`config.mk`:
```
export PLATFORM = sky130hd
export DESIGN_NAME = issue_queue_age_flat
export DESIGN_NICKNAME = d
export VERILOG_FILES = /design/src/rtl/issue_queue_age_if.sv /design/src/rtl/issue_queue_age.sv /design/src/flat_wrapper.sv
export SDC_FILE = /design/constraint.sdc
export NUM_CORES = 2
export LEC_CHECK = 0
export CAP_MARGIN = 5
export CORE_MARGIN = 5
export CORE_UTILIZATION = 35
export DETAILED_ROUTE_END_ITERATION = 12
export PLACE_DENSITY = 0.51
export RECOVER_POWER = 25
export SYNTH_ARGS = -nofsm -noshare
export SYNTH_HDL_FRONTEND = slang
export SYNTH_SLANG_ARGS = --single-unit
```
`constraint.sdc`:
```
create_clock -name clk -period 10.4 [get_ports clk]
set_input_delay 1.04 -clock clk [delete_from_list [all_inputs] [get_ports clk]]
set_output_delay 1.04 -clock clk [all_outputs]
set_load 0.01 [all_outputs]
```
`src/rtl/issue_queue_age_if.sv`:
```
`default_nettype none
// ============================================================================
//  Module   : issue_queue_age_if
//  Brief    : Dispatch, wakeup, issue and flush signal bundle for issue_queue_age.
//  Revision : 1.0 - initial release
// ============================================================================
interface issue_queue_age_if #(
    parameter int DEPTH      = 8,
    parameter int PREG_W     = 7,
    parameter int ROB_W      = 3,
    parameter int NUM_WAKEUP = 2,
    parameter int NUM_FU     = 8,
    parameter int PAYLOAD_W  = 128
) ();
    localparam int FU_W  = (NUM_FU > 1) ? $clog2(NUM_FU) : 1;
    localparam int CNT_W = $clog2(DEPTH) + 1;

    // dispatch side
    logic                         disp_valid;
    logic                         disp_ready;
    logic [PAYLOAD_W-1:0]         disp_payload;
    logic [PREG_W-1:0]            disp_rs1;
    logic [PREG_W-1:0]            disp_rs2;
    logic                         disp_rs1_rdy;
    logic                         disp_rs2_rdy;
    logic [FU_W-1:0]              disp_fu_sel;
    logic [ROB_W-1:0]             disp_rob_idx;

    // wakeup broadcast and FU availability
    logic [NUM_WAKEUP-1:0]        wk_valid;
    logic [NUM_WAKEUP*PREG_W-1:0] wk_tag;
    logic [NUM_FU-1:0]            fu_ready;

    // issue side
    logic                         iss_valid;
    logic                         iss_ready;
    logic [PAYLOAD_W-1:0]         iss_payload;
    logic [PREG_W-1:0]            iss_rs1;
    logic [PREG_W-1:0]            iss_rs2;
    logic [FU_W-1:0]              iss_fu_sel;
    logic [ROB_W-1:0]             iss_rob_idx;

    // flush and occupancy
    logic                         flush;
    logic [(2**ROB_W)-1:0]        flush_mask;
    logic [CNT_W-1:0]             count;

    modport master (
        output disp_valid, disp_payload, disp_rs1, disp_rs2, disp_rs1_rdy,
               disp_rs2_rdy, disp_fu_sel, disp_rob_idx, wk_valid, wk_tag,
               fu_ready, iss_ready, flush, flush_mask,
        input  disp_ready, iss_valid, iss_payload, iss_rs1, iss_rs2,
               iss_fu_sel, iss_rob_idx, count
    );

    modport slave (
        input  disp_valid, disp_payload, disp_rs1, disp_rs2, disp_rs1_rdy,
               disp_rs2_rdy, disp_fu_sel, disp_rob_idx, wk_valid, wk_tag,
               fu_ready, iss_ready, flush, flush_mask,
        output disp_ready, iss_valid, iss_payload, iss_rs1, iss_rs2,
               iss_fu_sel, iss_rob_idx, count
    );
endinterface
`default_nettype wire

```
`src/rtl/issue_queue_age.sv`:
```
`default_nettype none
// ============================================================================
//  Module   : issue_queue_age
//  Brief    : Age-matrix ordered issue queue with operand wakeup and ROB-mask flush.
//  Revision : 1.0 - initial release
// ============================================================================
module issue_queue_age #(
    parameter int DEPTH      = 8,
    parameter int PREG_W     = 7,
    parameter int ROB_W      = 3,
    parameter int NUM_WAKEUP = 2,
    parameter int NUM_FU     = 8,
    parameter int PAYLOAD_W  = 128
) (
    input  wire logic        clk,
    input  wire logic        rst,
    issue_queue_age_if.slave bus
);
    localparam int IDX_W = $clog2(DEPTH);
    localparam int CNT_W = IDX_W + 1;
    localparam int FU_W  = (NUM_FU > 1) ? $clog2(NUM_FU) : 1;

    // entry state
    logic [DEPTH-1:0]     r_valid;
    logic [DEPTH-1:0]     r_rdy1;
    logic [DEPTH-1:0]     r_rdy2;
    logic [PREG_W-1:0]    r_rs1     [DEPTH];
    logic [PREG_W-1:0]    r_rs2     [DEPTH];
    logic [FU_W-1:0]      r_fu      [DEPTH];
    logic [ROB_W-1:0]     r_rob     [DEPTH];
    logic [PAYLOAD_W-1:0] r_payload [DEPTH];
    logic [DEPTH-1:0]     r_age     [DEPTH];   // r_age[i][j]: i older than j
    logic [CNT_W-1:0]     r_count;

    logic [DEPTH-1:0]     w_rdy1;
    logic [DEPTH-1:0]     w_rdy2;
    logic [DEPTH-1:0]     w_req;
    logic [DEPTH-1:0]     w_grant;
    logic [DEPTH-1:0]     w_kill;
    logic [DEPTH-1:0]     w_col     [DEPTH];
    logic [IDX_W-1:0]     w_gnt_idx;
    logic [IDX_W-1:0]     w_free_idx;
    logic [CNT_W-1:0]     w_kill_cnt;
    logic [CNT_W-1:0]     w_count_nxt;
    logic [DEPTH-1:0]     w_valid_nxt;
    logic [DEPTH-1:0]     w_rdy1_nxt;
    logic [DEPTH-1:0]     w_rdy2_nxt;
    logic                 w_disp_ready;
    logic                 w_disp;
    logic                 w_iss_valid;
    logic                 w_issue;
    logic                 w_disp_rdy1;
    logic                 w_disp_rdy2;

    // Tag 0 is the hardwired-zero register and never matches a broadcast.
    function automatic logic f_wake(
        input logic [PREG_W-1:0]            tag,
        input logic [NUM_WAKEUP-1:0]        wk_v,
        input logic [NUM_WAKEUP*PREG_W-1:0] wk_t
    );
        logic hit;
        hit = 1'b0;
        for (int k = 0; k < NUM_WAKEUP; k++) begin
            if (wk_v[k] && (wk_t[k*PREG_W +: PREG_W] == tag)) begin
                hit = 1'b1;
            end
        end
        return hit && (tag != '0);
    endfunction

    generate
        for (genvar i = 0; i < DEPTH; i++) begin : g_entry
            assign w_rdy1[i] = r_rdy1[i] | (r_rs1[i] == '0)
                             | f_wake(r_rs1[i], bus.wk_valid, bus.wk_tag);
            assign w_rdy2[i] = r_rdy2[i] | (r_rs2[i] == '0)
                             | f_wake(r_rs2[i], bus.wk_valid, bus.wk_tag);
            assign w_req[i]  = r_valid[i] & w_rdy1[i] & w_rdy2[i]
                             & bus.fu_ready[r_fu[i]] & ~bus.flush;
            assign w_kill[i] = bus.flush & r_valid[i] & bus.flush_mask[r_rob[i]];

            for (genvar j = 0; j < DEPTH; j++) begin : g_col
                assign w_col[i][j] = r_age[j][i];
            end

            // Win only when no other requester is older than this entry.
            assign w_grant[i] = w_req[i] & ~(|(w_req & w_col[i]));
        end
    endgenerate

    // Grant is one-hot by construction, so an OR-encode suffices.
    always_comb begin
        w_gnt_idx = '0;
        for (int i = 0; i < DEPTH; i++) begin
            if (w_grant[i]) begin
                w_gnt_idx = w_gnt_idx | IDX_W'(i);
            end
        end
    end

    always_comb begin
        w_free_idx = '0;
        for (int i = DEPTH - 1; i >= 0; i--) begin
            if (!r_valid[i]) begin
                w_free_idx = IDX_W'(i);
            end
        end
    end

    always_comb begin
        w_kill_cnt = '0;
        for (int i = 0; i < DEPTH; i++) begin
            w_kill_cnt = w_kill_cnt + CNT_W'(w_kill[i]);
        end
    end

    assign w_disp_ready = (r_count < CNT_W'(DEPTH)) & ~bus.flush;
    assign w_disp       = bus.disp_valid & w_disp_ready;
    assign w_iss_valid  = |w_req;
    assign w_issue      = w_iss_valid & bus.iss_ready;

    assign w_disp_rdy1 = bus.disp_rs1_rdy | (bus.disp_rs1 == '0)
                       | f_wake(bus.disp_rs1, bus.wk_valid, bus.wk_tag);
    assign w_disp_rdy2 = bus.disp_rs2_rdy | (bus.disp_rs2 == '0)
                       | f_wake(bus.disp_rs2, bus.wk_valid, bus.wk_tag);

    // Flush gates both w_req and w_disp_ready, so issue and dispatch are zero then.
    assign w_count_nxt = r_count + CNT_W'(w_disp) - CNT_W'(w_issue) - w_kill_cnt;

    always_comb begin
        w_valid_nxt = r_valid & ~w_kill;
        w_rdy1_nxt  = w_rdy1;
        w_rdy2_nxt  = w_rdy2;
        if (w_issue) begin
            w_valid_nxt[w_gnt_idx] = 1'b0;
        end
        if (w_disp) begin
            w_valid_nxt[w_free_idx] = 1'b1;
            w_rdy1_nxt[w_free_idx]  = w_disp_rdy1;
            w_rdy2_nxt[w_free_idx]  = w_disp_rdy2;
        end
    end

    always_ff @(posedge clk) begin
        if (rst) begin
            r_valid <= '0;
            r_rdy1  <= '0;
            r_rdy2  <= '0;
            r_count <= '0;
            for (int i = 0; i < DEPTH; i++) begin
                r_age[i] <= '0;
            end
        end else begin
            r_valid <= w_valid_nxt;
            r_rdy1  <= w_rdy1_nxt;
            r_rdy2  <= w_rdy2_nxt;
            r_count <= w_count_nxt;
            if (w_disp) begin
                // New entry is younger than everything resident.
                r_age[w_free_idx] <= '0;
                for (int j = 0; j < DEPTH; j++) begin
                    r_age[j][w_free_idx] <= r_valid[j];
                end
            end
        end
    end

    always_ff @(posedge clk) begin
        if (w_disp) begin
            r_rs1[w_free_idx]     <= bus.disp_rs1;
            r_rs2[w_free_idx]     <= bus.disp_rs2;
            r_fu[w_free_idx]      <= bus.disp_fu_sel;
            r_rob[w_free_idx]     <= bus.disp_rob_idx;
            r_payload[w_free_idx] <= bus.disp_payload;
        end
    end

    assign bus.disp_ready  = w_disp_ready;
    assign bus.iss_valid   = w_iss_valid;
    assign bus.iss_payload = r_payload[w_gnt_idx];
    assign bus.iss_rs1     = r_rs1[w_gnt_idx];
    assign bus.iss_rs2     = r_rs2[w_gnt_idx];
    assign bus.iss_fu_sel  = r_fu[w_gnt_idx];
    assign bus.iss_rob_idx = r_rob[w_gnt_idx];
    assign bus.count       = r_count;

endmodule
`default_nettype wire

```
`src/flat_wrapper.sv`:
```
// flat-port wrapper written by rule: the top's interface ports become plain ports
module issue_queue_age_flat 
#(
    parameter int DEPTH      = 8,
    parameter int PREG_W     = 7,
    parameter int ROB_W      = 3,
    parameter int NUM_WAKEUP = 2,
    parameter int NUM_FU     = 8,
    parameter int PAYLOAD_W  = 128
)
  (clk, rst, bus_disp_valid, bus_disp_payload, bus_disp_rs1, bus_disp_rs2, bus_disp_rs1_rdy, bus_disp_rs2_rdy, bus_disp_fu_sel, bus_disp_rob_idx, bus_wk_valid, bus_wk_tag, bus_fu_ready, bus_iss_ready, bus_flush, bus_flush_mask, bus_disp_ready, bus_iss_valid, bus_iss_payload, bus_iss_rs1, bus_iss_rs2, bus_iss_fu_sel, bus_iss_rob_idx, bus_count);
  issue_queue_age_if #(.DEPTH(DEPTH), .PREG_W(PREG_W), .ROB_W(ROB_W), .NUM_WAKEUP(NUM_WAKEUP), .NUM_FU(NUM_FU), .PAYLOAD_W(PAYLOAD_W)) bus_i ();
  input  wire logic clk;
  input  wire logic rst;
  input wire logic [$bits(bus_i.disp_valid)-1:0] bus_disp_valid;
  input wire logic [$bits(bus_i.disp_payload)-1:0] bus_disp_payload;
  input wire logic [$bits(bus_i.disp_rs1)-1:0] bus_disp_rs1;
  input wire logic [$bits(bus_i.disp_rs2)-1:0] bus_disp_rs2;
  input wire logic [$bits(bus_i.disp_rs1_rdy)-1:0] bus_disp_rs1_rdy;
  input wire logic [$bits(bus_i.disp_rs2_rdy)-1:0] bus_disp_rs2_rdy;
  input wire logic [$bits(bus_i.disp_fu_sel)-1:0] bus_disp_fu_sel;
  input wire logic [$bits(bus_i.disp_rob_idx)-1:0] bus_disp_rob_idx;
  input wire logic [$bits(bus_i.wk_valid)-1:0] bus_wk_valid;
  input wire logic [$bits(bus_i.wk_tag)-1:0] bus_wk_tag;
  input wire logic [$bits(bus_i.fu_ready)-1:0] bus_fu_ready;
  input wire logic [$bits(bus_i.iss_ready)-1:0] bus_iss_ready;
  input wire logic [$bits(bus_i.flush)-1:0] bus_flush;
  input wire logic [$bits(bus_i.flush_mask)-1:0] bus_flush_mask;
  output wire logic [$bits(bus_i.disp_ready)-1:0] bus_disp_ready;
  output wire logic [$bits(bus_i.iss_valid)-1:0] bus_iss_valid;
  output wire logic [$bits(bus_i.iss_payload)-1:0] bus_iss_payload;
  output wire logic [$bits(bus_i.iss_rs1)-1:0] bus_iss_rs1;
  output wire logic [$bits(bus_i.iss_rs2)-1:0] bus_iss_rs2;
  output wire logic [$bits(bus_i.iss_fu_sel)-1:0] bus_iss_fu_sel;
  output wire logic [$bits(bus_i.iss_rob_idx)-1:0] bus_iss_rob_idx;
  output wire logic [$bits(bus_i.count)-1:0] bus_count;
  assign bus_i.disp_valid = bus_disp_valid;
  assign bus_i.disp_payload = bus_disp_payload;
  assign bus_i.disp_rs1 = bus_disp_rs1;
  assign bus_i.disp_rs2 = bus_disp_rs2;
  assign bus_i.disp_rs1_rdy = bus_disp_rs1_rdy;
  assign bus_i.disp_rs2_rdy = bus_disp_rs2_rdy;
  assign bus_i.disp_fu_sel = bus_disp_fu_sel;
  assign bus_i.disp_rob_idx = bus_disp_rob_idx;
  assign bus_i.wk_valid = bus_wk_valid;
  assign bus_i.wk_tag = bus_wk_tag;
  assign bus_i.fu_ready = bus_fu_ready;
  assign bus_i.iss_ready = bus_iss_ready;
  assign bus_i.flush = bus_flush;
  assign bus_i.flush_mask = bus_flush_mask;
  assign bus_disp_ready = bus_i.disp_ready;
  assign bus_iss_valid = bus_i.iss_valid;
  assign bus_iss_payload = bus_i.iss_payload;
  assign bus_iss_rs1 = bus_i.iss_rs1;
  assign bus_iss_rs2 = bus_i.iss_rs2;
  assign bus_iss_fu_sel = bus_i.iss_fu_sel;
  assign bus_iss_rob_idx = bus_i.iss_rob_idx;
  assign bus_count = bus_i.count;
  issue_queue_age #(.DEPTH(DEPTH), .PREG_W(PREG_W), .ROB_W(ROB_W), .NUM_WAKEUP(NUM_WAKEUP), .NUM_FU(NUM_FU), .PAYLOAD_W(PAYLOAD_W)) u_core (.clk(clk), .rst(rst), .bus(bus_i));
endmodule
```
After elaboration in Yosys (flattened, before gate mapping)
Memories as Yosys holds them, arrays and structs flattened. Cells that the tools add are included.

Logic and storage cells: 719. Memories kept: 6. Register bits: 28. Input bits: 187. Output and inout bits: 154. RAM bits: 1248.

Memory list: u_core.r_payload (depth 8, width 128, rd ports 1, clocked after Yosys merged registers in 0, wr ports 1, RTL line issue_queue_age.sv:31) `logic [PAYLOAD_W-1:0] r_payload [DEPTH];`; u_core.r_age (depth 8, width 8, rd ports 8, clocked after Yosys merged registers in 0, wr ports 9, RTL line issue_queue_age.sv:32) `logic [DEPTH-1:0] r_age [DEPTH];`; u_core.r_rs1 (depth 8, width 7, rd ports 9, clocked after Yosys merged registers in 0, wr ports 1, RTL line issue_queue_age.sv:27) `logic [PREG_W-1:0] r_rs1 [DEPTH];`; u_core.r_rs2 (depth 8, width 7, rd ports 9, clocked after Yosys merged registers in 0, wr ports 1, RTL line issue_queue_age.sv:28) `logic [PREG_W-1:0] r_rs2 [DEPTH];`; u_core.r_fu (depth 8, width 3, rd ports 9, clocked after Yosys merged registers in 0, wr ports 1, RTL line issue_queue_age.sv:29) `logic [FU_W-1:0] r_fu [DEPTH];`; u_core.r_rob (depth 8, width 3, rd ports 9, clocked after Yosys merged registers in 0, wr ports 1, RTL line issue_queue_age.sv:30) `logic [ROB_W-1:0] r_rob [DEPTH];`.

Bitwise logic cells: 370. Mux-type cells: 164. Magnitude comparators: 21. Eq/ne operators: 44. Reduce and logical (&&, ||, !) cells: 100. $add $sub $neg: 10.

Operators by type and width (count): $eq 7x7->1 (36); $and 1x1->1 (186); $logic_not 7->1 (18); $reduce_bool 7->1 (18); $mux 1 (125); $or 1x1->1 (100); $and 8x8->8 (9); $lt 3x4->1 const B (18); $not 1->1 (72); $reduce_or 8->1 (8); $logic_and 1x1->1 (56); $bmux 1 s3 (16); $mux 8 (5); $mux 3 (12); $add 4x1->4 (7); $eq 3x3->1 const B (8); $bwmux 8 (2); $not 8->8 (2); $or 8x8->8 (1); $demux 1 s3 (2); $ge 3x1->1 const B (2); $lt 4x4->1 const B (1); $mux 2 (2); $sub 4x1->4 (1); 2 further kinds (2).

Depth between registers and ports, before layout
An unclocked memory read counts as a cell.

Word-level depth: 31. Mapped depth: 22. Depth with buffers taken out: 20.

Worst setup path before layout
OpenSTA, ideal clock, no wires.

Path type: input to register. Start: input port bus_flush. End: memory u_core.r_fu[6][0] (netlist name) (enable). Arrival: 9.294 ns. Cell stages on the path: 7. Path slack: 0.402 ns. Setup time: 0.704 ns. Buffers on the path: 2. Required time: 9.696 ns. Path through: buf_2 -> buf_1 -> nor2_1 -> nand4_1 -> nor2_1 -> nand4_1 -> a21oi_1.

Longest elaborated chain between the ends: 5.

Ends and longest elaborated chain: start: declaration (RTL line flat_wrapper.sv:27) `input wire logic [$bits(bus_i.flush)-1:0] bus_flush;`; $not 1->1 (RTL line issue_queue_age.sv:116) `assign w_disp_ready = (r_count < CNT_W'(DEPTH)) & ~bus.flush;`; $and 1x1->1 (RTL line issue_queue_age.sv:116); via bus_disp_ready (RTL line flat_wrapper.sv:29) `output wire logic [$bits(bus_i.disp_ready)-1:0] bus_disp_ready;`; $and 1x1->1 (RTL line issue_queue_age.sv:117) `assign w_disp = bus.disp_valid & w_disp_ready;`; $mux 1 (RTL line issue_queue_age.sv:168) `if (w_disp) begin`; $mux 1 (implied by the code) (RTL line issue_queue_age.sv:171) `r_fu[w_free_idx] <= bus.disp_fu_sel;`; end: declaration (RTL line issue_queue_age.sv:29).

The timed path passes the listed nets, and every way through them passes these cells.

Worst setup path after layout
Start: input port bus_wk_tag[12]. End: output port bus_iss_rob_idx[1].

Longest elaborated chain between the ends: 21. Elaborated cells between the ends (all ways): 148.

Ends and longest elaborated chain: start: declaration (RTL line flat_wrapper.sv:24) `input wire logic [$bits(bus_i.wk_tag)-1:0] bus_wk_tag;`; $eq 7x7->1 (RTL line issue_queue_age.sv:64) `if (wk_v[k] && (wk_t[k*PREG_W +: PREG_W] == tag)) begin`; $logic_and 1x1->1 (RTL line issue_queue_age.sv:64); $mux 1 (RTL line issue_queue_age.sv:64); $logic_and 1x1->1 (RTL line issue_queue_age.sv:68) `return hit && (tag != '0);`; $or 1x1->1 (RTL line issue_queue_age.sv:74) `| f_wake(r_rs1[i], bus.wk_valid, bus.wk_tag);`; $and 1x1->1 (2 in series) (RTL line issue_queue_age.sv:77) `assign w_req[i] = r_valid[i] & w_rdy1[i] & w_rdy2[i]`; $and 1x1->1 (2 in series) (RTL line issue_queue_age.sv:78) `& bus.fu_ready[r_fu[i]] & ~bus.flush;`; $and 8x8->8 (RTL line issue_queue_age.sv:86) `assign w_grant[i] = w_req[i] & ~(|(w_req & w_col[i]));`; $reduce_or 8->1 (RTL line issue_queue_age.sv:86); $not 1->1 (RTL line issue_queue_age.sv:86); $and 1x1->1 (RTL line issue_queue_age.sv:86); $mux 1 (RTL line issue_queue_age.sv:94) `if (w_grant[i]) begin`; $mux 2 (2 in series) (RTL line issue_queue_age.sv:94); $mux 3 (3 in series) (RTL line issue_queue_age.sv:94); $mux 3 (*) (RTL line issue_queue_age.sv:94); $mem_v2 8x3 (*); end: declaration (RTL line flat_wrapper.sv:35) `output wire logic [$bits(bus_i.iss_rob_idx)-1:0] bus_iss_rob_idx;`.

Mark *: on every way between the ends. The rest lies on a longest branch, timed or not.

==> results.py <==
metrics = {
    "run_status": {
        "outcome": "complete, no violations",
    },
    "synthesis": {
        "synth-seq-area-share_pct": 69.3,
        "syn_area_sq_mm": 0.0538,
        "synthesis.nets": 3482,
        "async_flop_share_pct": 0,
        "synth-seq-cells": 1268,
        "yosysUniqueCellTypes": 65,
        "synth_cells": 3279,
        "ys.warnings.count": 0,
        "synth_area_per_cell_sq_um": 16.4,
        "yosysTopAreaCellShare_pct": 66.1,
        "synth_area_leaders": "edfxtp_1 66%, mux2i_1 12%, xnor2_1 3.6%",
        "synth_ff_type": "edfxtp_1",
        "synth_edf_count": 1184,
        "yosysTopAreaCell": "edfxtp_1",
    },
    "layout": {
        "drive_above_1_share_pct": 8.43,
        "fin_nets": 3846,
        "area_growth_pct": 18.0,
        "final_cell_mix": "1,184 x edfxtp_1, 622 x mux2i_1, 302 x o22ai_1",
        "post-route-util_pct": 41.7,
        "layout.cells.most_common": "edfxtp_1",
        "n_fill_cell": 13700,
    },
    "die": {
        "start_util_pct": 35.3,
        "die_width_um": 402,
        "coreArea_sq_mm": 0.152,
        "dieArea_sq_mm": 0.162,
        "die_y_um": 402,
        "rows": 143,
        "ios": 341,
    },
    "critical_path": {
        "startpoint": "bus_wk_tag[12]",
        "reg2reg_from": "u_core.r_fu[0][1]$_DFFE_PP_",
        "crit_path_end_kind": "primary output",
        "crit_chain": "clkdlybuf4s50_1 > buf_4 > xnor2_1 > nand4_1 > nor2_1 > o22ai_1 > nor2_1 > a2111oi_2 > nand3_2 > nand4_4 > buf_4 > buf_4 > mux2i_1 > o22ai_1 > or2_1 > clkdlybuf4s50_1",
        "cpMaxStageDelayCell": "clkdlybuf4s50_1",
        "critPathKind": "in2out",
        "critPathArrivalTime_ps": 6990,
        "critPathRequiredTime_ps": 9360,
        "path_max_fanout": 49,
        "cpMostUsedCell": "buf_4",
        "critPathLaunchType": "primary input",
        "max_stage_delay_ps": 970,
    },
    "drt": {
        "wl_um": 145000,
        "drtIter0Drc": 1690,
        "vias": 29900,
        "drc": 0,
        "routed_via_density": 5.16,
        "routedWlPerCell_um": 25.1,
        "drtAntennaViolNets": 0,
        "dr.pass1.iters": 5,
    },
    "sta": {
        "slew_violations": 0,
        "worstMarginPinSlew_ps": 1090,
        "tns_ps": 0,
        "final.min_clock_period_ps": 8030,
        "finalCritPeriodShare_pct": 77.2,
        "finalSetupViolations": 0,
        "grt_setup_unrepaired": "false",
        "fmax_ghz": 0.125,
        "slew_headroom_pct": 26.5,
        "hold_violations": 0,
        "fin_worst_skew_ps": 38.8,
    },
    "cts": {
        "clock-root-buffer": "clkbuf_16",
        "cts_tree": "built",
        "postCtsHoldBufs": 0,
        "clock_path_buffers": 3,
        "htree_levels": 4,
        "post_cts_buffers": 0,
        "insertion_delay_ps": 770,
        "clk_pin_slew_ps": 50,
        "cts_buffers": 142,
        "cts_sinks": 1268,
        "cts_resized": 0,
    },
    "min_path": {
        "hp-start": "u_core.r_age[7][7]$_SDFFE_PP0P_",
        "worstHoldPathType": "reg2reg",
    },
    "place": {
        "port_buffers": 340,
        "hpwl_um": 83100,
        "gp_congestion": 0.795,
    },
    "pwr": {
        "power_mw": 11.1,
        "powerDensity_mw_per_mm2": 174,
        "ir_worst_vdd_v": 0.000124,
        "leakage_nw": 18.8,
    },
    "global_routing": {
        "grt_max_degree": 111,
        "antenna_found_initial": 37,
        "gr-total-overflow": 0,
        "grt_pass1_wl_um": 213000,
        "grt_pass1_vias": 31000,
        "grt_usage_pct": 17.6,
    },
    "run": {
        "maxCapViolations": 0,
    },
}
[worst paths after layout]
| path | endpoint | slack (ps) | cells after the start |
|---|---|---|---|
| worst max-delay path | bus_iss_rob_idx[1] | 2370 | 16 |
| worst min-delay path | u_core.r_age[7][7]$_SDFFE_PP0P_ | 450 | 2 |
| worst max register to register | u_core.bus.count[3]$_SDFF_PP0_ | 4500 | 18 |
| worst min register to register | u_core.r_age[7][7]$_SDFFE_PP0P_ | 450 | 2 |
[final cells by class]
| cell class | instances | area, sq um | area share [%] |
|---|---|---|---|
| antenna | 8 | 20.0 | 0.0316 |
| clock buffer | 184 | 3830 | 6.03 |
| clock inverter | 77 | 828 | 1.31 |
| inverter | 23 | 93.8 | 0.148 |
| multi-input combinational | 1805 | 14900 | 23.4 |
| sequential | 1268 | 37200 | 58.7 |
| tap | 2030 | 2540 | 4.00 |
| timing repair buffer | 403 | 4030 | 6.36 |
[Yosys cell counts, drive strengths merged, types with 14 or more instances]
master,instances
nor4,24
a211oi,18
or2,153
nor2,64
nand4,71
o21a,31
xnor2,220
buf,148
xor2,36
dfxtp,84
a21oi,33
nand2,33
mux2i,622
mux4,29
o22ai,303
nor3,45
clkbuf,35
a22oi,14
edfxtp,1184
o21ai,20
inv,23
[report_power, final]
part	internal (mW)	switching, mW	leakage, nW	total [mW]
sequential	5.63	0.0183	11.4	5.65
combinational	0.199	0.258	5.21	0.456
clock	2.90	2.05	2.24	4.95
[routing by layer]
layer | vias to the layer above | share of wire [%] | track usage [%] | wire (um)
met3 | 268 | 4.8 | 3.57 | 6920
li1 | 13600 | - | - | -
met4 | 12 | 3.0 | 5.76 | 4300
met2 | 745 | 50 | 30.4 | 73100
met1 | 15300 | 42 | 22.0 | 60900
met5 | - | 0.052 | 0 | 75
[state kept, by name, indices dropped and copies added, names as in the netlist]
name	flops
u_core.r_fu	24
u_core.r_rdy1	8
u_core.r_payload	1024
u_core.r_age	56
u_core.r_rs1	56
u_core.r_rdy2	8
u_core.r_rob	24
u_core.r_valid	8
u_core.r_rs2	56
u_core.bus.count	4
[worst max-delay path: cells and delay by family]
kind                      cells  cell delay [ps]
xor gates and xnor gates      1              100
buffers and inverters         5             3030
muxes                         1              260
AOI/OAI and AO/OA             3             1020
and+or+nand+nor               6             1450
[kinds of logic (layout without fill, tap and decap cells)]
| family | count (synthesis) | in the layout | synth area share, % |
|---|---|---|---|
| AO/OA/AOI/OAI | 443 | 443 | 5.40 |
| other | 0 | 8 | 0 |
| XOR/XNOR | 256 | 256 | 4.17 |
| AND/OR/NAND/NOR | 435 | 435 | 4.59 |
| buffers and inverters | 206 | 687 | 3.25 |
| adder cells (fa/ha/maj) | 16 | 16 | 0.456 |
| multiplexers | 655 | 655 | 12.9 |
| flip-flops | 1268 | 1268 | 69.3 |
[metrics by stage]
step | cell area, sq um | hold WS [ps] | cells | setup WS, ps
after global placement | 58800 | 445 | 5529 | 2400
after detailed placement | 58800 | 443 | 5529 | 2300
after CTS | 63400 | 453 | 5790 | 2290
final | 63500 | 451 | 5798 | 2370
after floorplan | 53800 | 408 | 3279 | 402
after global routing | 63400 | 471 | 5794 | 2000
Power figures use the tool's default switching activity.
